[src/rtl/rst_seq_pkg.sv]
// Shared types and sizing helpers for the reset sequencer.
package rst_seq_pkg;

    typedef enum logic [1:0] {
        HOLD    = 2'd0,
        GAP     = 2'd1,
        DONE    = 2'd2,
        SW_HOLD = 2'd3
    } rst_seq_state_e;

    // Width needed to hold the values 0..n inclusive.
    function automatic int idx_w(input int n);
        return $clog2(n + 1);
    endfunction

    // Counter width covering the larger of the gap and hold terminal counts.
    function automatic int cnt_w(input int gap, input int hold);
        return $clog2(((gap > hold) ? gap : hold) + 1);
    endfunction

endpackage

[src/rtl/rst_seq_ctrl_sync.sv]
// Reset synchroniser: asserts asynchronously and releases sync_ok only after
// STAGES clock edges have shifted ones through the chain.
module rst_sync #(
    parameter int STAGES = 2
) (
    input  logic clk,
    input  logic reset,
    output logic sync_ok
);

    logic [STAGES-1:0] r_chain;

    // Shift a 1 in on every edge while reset is high; any reset pulse empties the chain.
    always_ff @(posedge clk or negedge reset) begin
        if (!reset) begin
            r_chain <= '0;
        end else begin
            r_chain <= {r_chain[STAGES-2:0], 1'b1};
        end
    end

    assign sync_ok = r_chain[STAGES-1];

endmodule

[src/rtl/rst_seq_ctrl.sv]
// Reset sequencer: synchronises chip reset deassertion, then releases the
// per-domain active-low resets one slot at a time, GAP_CYCLES apart.
// A software request taken in DONE re-runs the whole sequence after a hold.
//
// sw_rst_req_i is a single-cycle request with no ready: it is accepted only
// on an edge where the sequencer is in DONE; in every other state it is
// dropped, never queued.
module rst_seq_ctrl
    import rst_seq_pkg::*;
#(
    parameter int NUM_DOMAINS = 4,
    parameter int SYNC_STAGES = 2,
    parameter int GAP_CYCLES  = 8,
    parameter int HOLD_CYCLES = 4
) (
    input  logic                             clk,
    input  logic                             reset,
    input  logic                             sw_rst_req_i,
    input  logic [NUM_DOMAINS-1:0]           domain_en_i,
    output logic [NUM_DOMAINS-1:0]           rst_n_o,
    output logic                             done_o,
    output logic [idx_w(NUM_DOMAINS)-1:0]    rel_idx_o,
    output rst_seq_state_e                   dbg_state_o
);

    localparam int IDX_W = idx_w(NUM_DOMAINS);
    localparam int CNT_W = cnt_w(GAP_CYCLES, HOLD_CYCLES);

    localparam logic [CNT_W-1:0] GAP_LAST  = CNT_W'(GAP_CYCLES - 1);
    localparam logic [CNT_W-1:0] HOLD_LAST = CNT_W'(HOLD_CYCLES - 1);
    localparam logic [IDX_W-1:0] IDX_LAST  = IDX_W'(NUM_DOMAINS - 1);

    rst_seq_state_e       r_state;
    rst_seq_state_e       w_state_nxt;
    logic [CNT_W-1:0]     r_cnt;
    logic [CNT_W-1:0]     w_cnt_nxt;
    logic [IDX_W-1:0]     r_idx;
    logic [IDX_W-1:0]     w_idx_nxt;
    logic [NUM_DOMAINS-1:0] r_rst_n;
    logic [NUM_DOMAINS-1:0] w_rst_n_nxt;
    logic                 r_done;
    logic                 w_done_nxt;
    logic                 w_sync_ok;

    rst_sync #(
        .STAGES (SYNC_STAGES)
    ) u_sync (
        .clk     (clk),
        .reset   (reset),
        .sync_ok (w_sync_ok)
    );

    // State register.
    always_ff @(posedge clk or negedge reset) begin
        if (!reset) begin
            r_state <= HOLD;
        end else begin
            r_state <= w_state_nxt;
        end
    end

    // Slot counter, release index, domain resets and done flag.
    always_ff @(posedge clk or negedge reset) begin
        if (!reset) begin
            r_cnt   <= '0;
            r_idx   <= '0;
            r_rst_n <= '0;
            r_done  <= 1'b0;
        end else begin
            r_cnt   <= w_cnt_nxt;
            r_idx   <= w_idx_nxt;
            r_rst_n <= w_rst_n_nxt;
            r_done  <= w_done_nxt;
        end
    end

    // Next-state logic; a domain's reset can only rise at a GAP terminal count.
    always_comb begin
        w_state_nxt = r_state;
        w_cnt_nxt   = r_cnt;
        w_idx_nxt   = r_idx;
        w_rst_n_nxt = r_rst_n;
        w_done_nxt  = r_done;
        case (r_state)
            HOLD: begin
                if (w_sync_ok) begin
                    w_state_nxt = GAP;
                    w_cnt_nxt   = '0;
                    w_idx_nxt   = '0;
                end
            end
            GAP: begin
                if (r_cnt == GAP_LAST) begin
                    // Disabled domains still use up their slot and stay in reset.
                    for (int i = 0; i < NUM_DOMAINS; i++) begin
                        if (r_idx == IDX_W'(i)) begin
                            w_rst_n_nxt[i] = domain_en_i[i];
                        end
                    end
                    w_cnt_nxt = '0;
                    w_idx_nxt = r_idx + IDX_W'(1);
                    if (r_idx == IDX_LAST) begin
                        w_state_nxt = DONE;
                        w_done_nxt  = 1'b1;
                    end
                end else begin
                    w_cnt_nxt = r_cnt + CNT_W'(1);
                end
            end
            DONE: begin
                if (sw_rst_req_i) begin
                    w_state_nxt = SW_HOLD;
                    w_rst_n_nxt = '0;
                    w_done_nxt  = 1'b0;
                    w_idx_nxt   = '0;
                    w_cnt_nxt   = '0;
                end
            end
            SW_HOLD: begin
                if (r_cnt == HOLD_LAST) begin
                    w_state_nxt = GAP;
                    w_cnt_nxt   = '0;
                end else begin
                    w_cnt_nxt = r_cnt + CNT_W'(1);
                end
            end
            default: begin
                w_state_nxt = HOLD;
            end
        endcase
    end

    assign rst_n_o     = r_rst_n;
    assign done_o      = r_done;
    assign rel_idx_o   = r_idx;
    assign dbg_state_o = r_state;

endmodule

[config.mk]
export PLATFORM = sky130hd
export DESIGN_NAME = rst_seq_ctrl
export DESIGN_NICKNAME = d
export VERILOG_FILES = /design/src/rtl/rst_seq_pkg.sv /design/src/rtl/rst_seq_ctrl_sync.sv /design/src/rtl/rst_seq_ctrl.sv
export SDC_FILE = /design/constraint.sdc
export NUM_CORES = 1
export LEC_CHECK = 0
export BUFFER_PORTS_ARGS = -buffer_cell sky130_fd_sc_hd__buf_2
export CELL_PAD_IN_SITES_DETAIL_PLACEMENT = 1
export CELL_PAD_IN_SITES_GLOBAL_PLACEMENT = 1
export CORE_MARGIN = 2
export CORE_UTILIZATION = 45
export DETAILED_ROUTE_END_ITERATION = 10
export PLACE_DENSITY_LB_ADDON = 0.1
export SYNTH_ARGS = -nofsm -noshare
export SYNTH_HDL_FRONTEND = slang
export SYNTH_SLANG_ARGS = --single-unit
[constraint.sdc]
create_clock -name clk -period 3.68 [get_ports clk]
set_input_delay 0.184 -clock clk [delete_from_list [all_inputs] [get_ports clk]]
set_output_delay 0.184 -clock clk [all_outputs]
set_load 0.05 [all_outputs]
# Word-level counts from Yosys, hierarchy flattened
# Cells that the tools add are included.
# totals
out_inout_bits	10
register_bits	16
inputBits	7
# classes
addsub	2
n_reduce_logical	11
mux	25
eq_ne	16
# op_table
cell	count
two-way mux 4 bit	5
AND reduction 4 bit	5
case mux 4 bit (4 select lines)	1
!= test 2 bit, second input constant	7
two-way mux 2 bit	5
two-way mux 3 bit	3
case mux 3 bit (3 select lines)	1
case mux 2 bit (4 select lines)	1
case mux 4 bit (2 select lines)	1
two-way mux 1 bit	7
equality test 3 x 2 -> 1 bit, second input constant	2
AND reduction 5 bit	1
adder 4 x 1 -> 4 bit, second input constant	1
equality test 2 bit, second input constant	2
equality test 4 x 2 -> 1 bit, second input constant	1
equality test 4 x 3 -> 1 bit, second input constant	1
adder 3 x 1 -> 3 bit, second input constant	1
equality test 3 x 1 -> 1 bit, second input constant	1
zero test 3 bit	1
nonzero test 3 bit	1
equality test 2 x 1 -> 1 bit, second input constant	1
zero test 2 bit	1
!= test 2 x 1 -> 1 bit, second input constant	1
case mux 1 bit (2 select lines)	1
2 further kinds	2

# Logic depth before layout (Yosys ltp)
# logic_depth
ltp_word	4
mapped_depth	6
mapped_depth_nobuf	6

# Hierarchy
# Synthesis repeated with hierarchy kept, for this count alone.
# unflattened
cells_unflattened	90
hier_area_um2	955.9
# modules_own_cells
module	cells_per_inst	area_per_inst_um2	instances
rst_seq_ctrl	87	902.1	1
rst_sync	3	53.8	1

# Worst setup path after synthesis
# Ideal clock, no wire load.
# synth_timing
path_type	flip-flop to flip-flop
from	register r_state[0], in the netlist dbg_state_o[0]
to	register r_state[1], in the netlist dbg_state_o[1]
setup_ns	0.125
required_ns	3.555
arrival_time_ns	2.025
path_stages_with_launch	7
path_slack_ns	1.530
cell_sequence	dfrtp_1 -> inv_1 -> ha_1 -> nand2b_1 -> nand2_1 -> a211oi_2 -> mux2_4
# synth_via
elab_chain_cells	3
elab_cells_between_ends	11
classes_between	eq/ne (8); mux (1); reduce/logical (2)
# synth_lines
item	line_no	source
from (decl)	rst_seq_ctrl.sv:33	rst_seq_state_e r_state;
from (signal assigned)	rst_seq_ctrl.sv:58	r_state <= w_state_nxt;
equality test 2 bit, or another cell as far along	rst_seq_ctrl.sv:84	case (r_state)
!= test 2 bit (no source line) or != test 2 x 1 -> 1 bit (tied branches)	-	
AND reduction 5 bit (no source line)	-	
# Parallel ways exist; a longest one is shown, timed or not.
# A chain may end at the register's enable or synchronous reset.

# Final worst setup path
# layout_timing
from	register r_state[1], in the netlist dbg_state_o[1]
to	register r_rst_n[3], in the netlist rst_n_o[3]
# layout_via
elab_chain_cells	3
elab_cells_between_ends	8
classes_between	eq/ne (5); mux (1); reduce/logical (2)
# layout_lines
item	line_no	source
equality test 2 x 1 -> 1 bit or equality test 2 bit (tied branches)	rst_seq_ctrl.sv:84	
!= test 2 bit (no source line) or nonzero test 2 bit (tied branches)	-	
AND reduction 4 bit (no source line)	-	
to (signal assigned)	rst_seq_ctrl.sv:72	r_rst_n <= w_rst_n_nxt;
to (decl)	rst_seq_ctrl.sv:39	logic [NUM_DOMAINS-1:0] r_rst_n;
# Parallel ways exist; a longest one is shown, timed or not.

==> flow_summary.ini <==
[outcome]
run_status = finished clean

[yosys]
synth.net_count = 113
synth_most_common_cell = sky130_fd_sc_hd__dfrtp_1
postSynthRegisterBits = 16
synth_top_flop_cell = sky130_fd_sc_hd__dfrtp_1
synth_warn = 0
synth_top_area_cell = sky130_fd_sc_hd__dfrtp_1
yosys.cell_types.count = 23
seq_area_frac_synth_pct = 41.3
synthesis.instances = 94
fraction_of_registers_with_async_set_or_reset_after_synthesis_pct = 100
netlist_area_before_placement_um2 = 970
avgSynthCellArea_um2 = 10.3
yosys-top-cells-count = sky130_fd_sc_hd__dfrtp_1, sky130_fd_sc_hd__ha_1, sky130_fd_sc_hd__inv_1
area_share_of_the_largest_cell_type_after_synthesis_pct = 41.3
number_of_flops_mapped_to_enable_cells_by_yosys = 0
synth_top_cells_by_area = sky130_fd_sc_hd__dfrtp_1, sky130_fd_sc_hd__ha_1, sky130_fd_sc_hd__mux2i_1

[layout]
area.growth.synth_to_final_pct = 16.0
nNetsFinal = 134
antenna-diode-count = 0
layout-drive-gt1-share_pct = 25.4

[route]
route.detailed.vias_per_inst = 5.04
wl_per_cell_um = 14.0
route.vias.total = 710
drt_first_pass_iters = 4
drtAntennaViolNets = 0
total_wire_length_mm = 1.98
route.detailed.drc = 0
first_iter_violations = 9

[place]
port_buffers = 16
place_congestion = 0.833
dp.final_hpwl_mm = 1.52
dpl_worst_slack_ns = 1.56

[clock_tree]
postCtsResizedCells = 0
postCtsSetupBuffers = 0
clock_tree.buffer_depth = 2
cts_tree = yes
clock_net_sink_count = 16
htree_levels = 1
clkSlewWorstSetupHoldPaths_ns = 0.09
clock_insertion_delay_worst_skew_ns = 0.29
cts_made_buffers = 3
clk_root_buffer_cell = sky130_fd_sc_hd__clkbuf_4

[sta]
finalWorstPathRequiredPeriod_ns = 2.11
timing.final.ws_setup_ns = 1.57
timing.final.hold_violations = 0
max_freq_mhz = 474
final_min_period_over_clock_period_pct = 57.4
relSlewSlack_pct = 66.0
rsz0062_at_grt = false
maxSlewViolCount = 0
setup_viol_count_final = 0
setup-tns-final_ns = 0
finalClockSkew_ns = 0.00118
worst_slew_pin_slew_ns = 0.510

[pwr]
pwr_density_cell_mw_per_mm2 = 313
leakage_dissipation_nw = 0.564
peakVddDrop_uv = 213

[floorplanning]
floorplan.core_area_mm2 = 0.00200
dieHeight_um = 50.4
rows = 16
io_count = 17
floorplan.initialDensity_pct = 48.4
die_area_mm2 = 0.00254
die_width_um = 50.4

[worst_hold_path]
holdCritPathClass = input pin to flip-flop

[grt]
grt_start_max_net_pins = 17
first_global_vias = 791
antenna_found_initial = 0
grt_remaining_overflow = 0
grt_use_total_pct = 18.6
grt_first_pass_wirelength_mm = 3.50

[worst_setup_path]
path_max_fanout = 15
critPathKind = flip-flop to flip-flop
critical_path_startpoint_category = flip-flop
cp-end-kind = flip-flop
cp_data_arrival_time_ns = 2.29
required_ns = 3.86

[run]
maxcap_viol_count = 0
-- through the flow --
stage               cell area [um2]  utilization (%)  instances  power, mW  hold slack, ns
CTS                            1120             56.2        141      0.358           0.231
global placement               1080             53.9        136      0.237           0.118
floorplan                       970                -         94      0.222          -0.112
detailed placement             1080             53.9        136      0.238           0.125
finish                         1120             56.2        141      0.352           0.242
global route                   1120             56.2        141      0.369           0.267
-- where the power goes --
group / switching (mW) / internal, mW
logic: 0.0326 / 0.0179
registers: 0.00349 / 0.181
clock network: 0.0568 / 0.0603
total: 0.0928 / 0.259
-- final timing paths --
check / start / to / slack (ns) / cells after the start
min reg2reg: u_sync.r_chain[0] / u_sync.r_chain[1] / 0.38 / 0
min: domain_en_i[0] / rst_n_o[0] / 0.24 / 3
max: dbg_state_o[1] / rst_n_o[3] / 1.57 / 6
max reg2reg: dbg_state_o[1] / rst_n_o[3] / 1.57 / 6
max in group asynchronous: reset / dbg_state_o[0] / 3.08 / 2
min in group asynchronous: reset / done_o / 0.33 / 2
-- cell usage in the layout, fill, tap and decap left out, drive strengths merged, types with 3 or more instances in the layout --
cell type and n:
dfrtp 16, buf 16, inv 12, ha 12
nand2 8, o21ai 7, mux2i 7, nor2 5
mux2 5, nor2b 4, clkbuf 4, nand2b 3
nand3 3
-- state kept, by name, summed over array words and instances, names as in the netlist --
signal / cells
dbg_state_o: 2
rel_idx_o: 3
u_sync.r_chain: 2
rst_n_o: 4
done_o: 1
r_cnt: 4
-- kinds of logic after synthesis --
logic type | synth area share (%)
AOI/OAI and AO/OA | 10.7
xor gates and xnor gates | 0.903
muxes | 13.4
buffers and inverters | 5.16
adders and majority gates | 15.5
DFF | 41.3
other | 0.387
and+or+nand+nor | 12.6
-- worst max-delay path: stages (launching register included) --
cell	delay [ns]
sky130_fd_sc_hd__dfrtp_1	0.45
sky130_fd_sc_hd__inv_1	0.14
sky130_fd_sc_hd__ha_1	0.49
sky130_fd_sc_hd__mux2i_1	0.16
sky130_fd_sc_hd__a21oi_2	0.20
sky130_fd_sc_hd__a21boi_2	0.23
sky130_fd_sc_hd__mux2_1	0.33
-- repair_timing --
| action | 4_1_cts | 5_1_grt |
|---|---|---|
| endpoints found under the hold margin | 16 | 0 |
| endpoints found under the setup margin | 0 | 0 |
| hold buffers | 1 | 0 |
-- per-layer routing --
layer  global-route usage (%)  vias up  wire length (um)  part of all wire (%)
li1                         -      349                 -                     -
met1                     23.0      341               936                    47
met2                     31.8       15               927                    47
met3                     2.98        5                75                   3.8
met4                     8.11        0                36                   1.8
met5                        0        -                 0                     0
-- area by class of cell --
class	count	area [um2]
fill	232	877
clock buffer	4	36.3
tap	27	33.8
inverter	12	45.0
multi-input combinational	65	519
timing repair buffer	17	90.1
sequential	16	400
No activity file was read; power rests on OpenSTA's default activity.
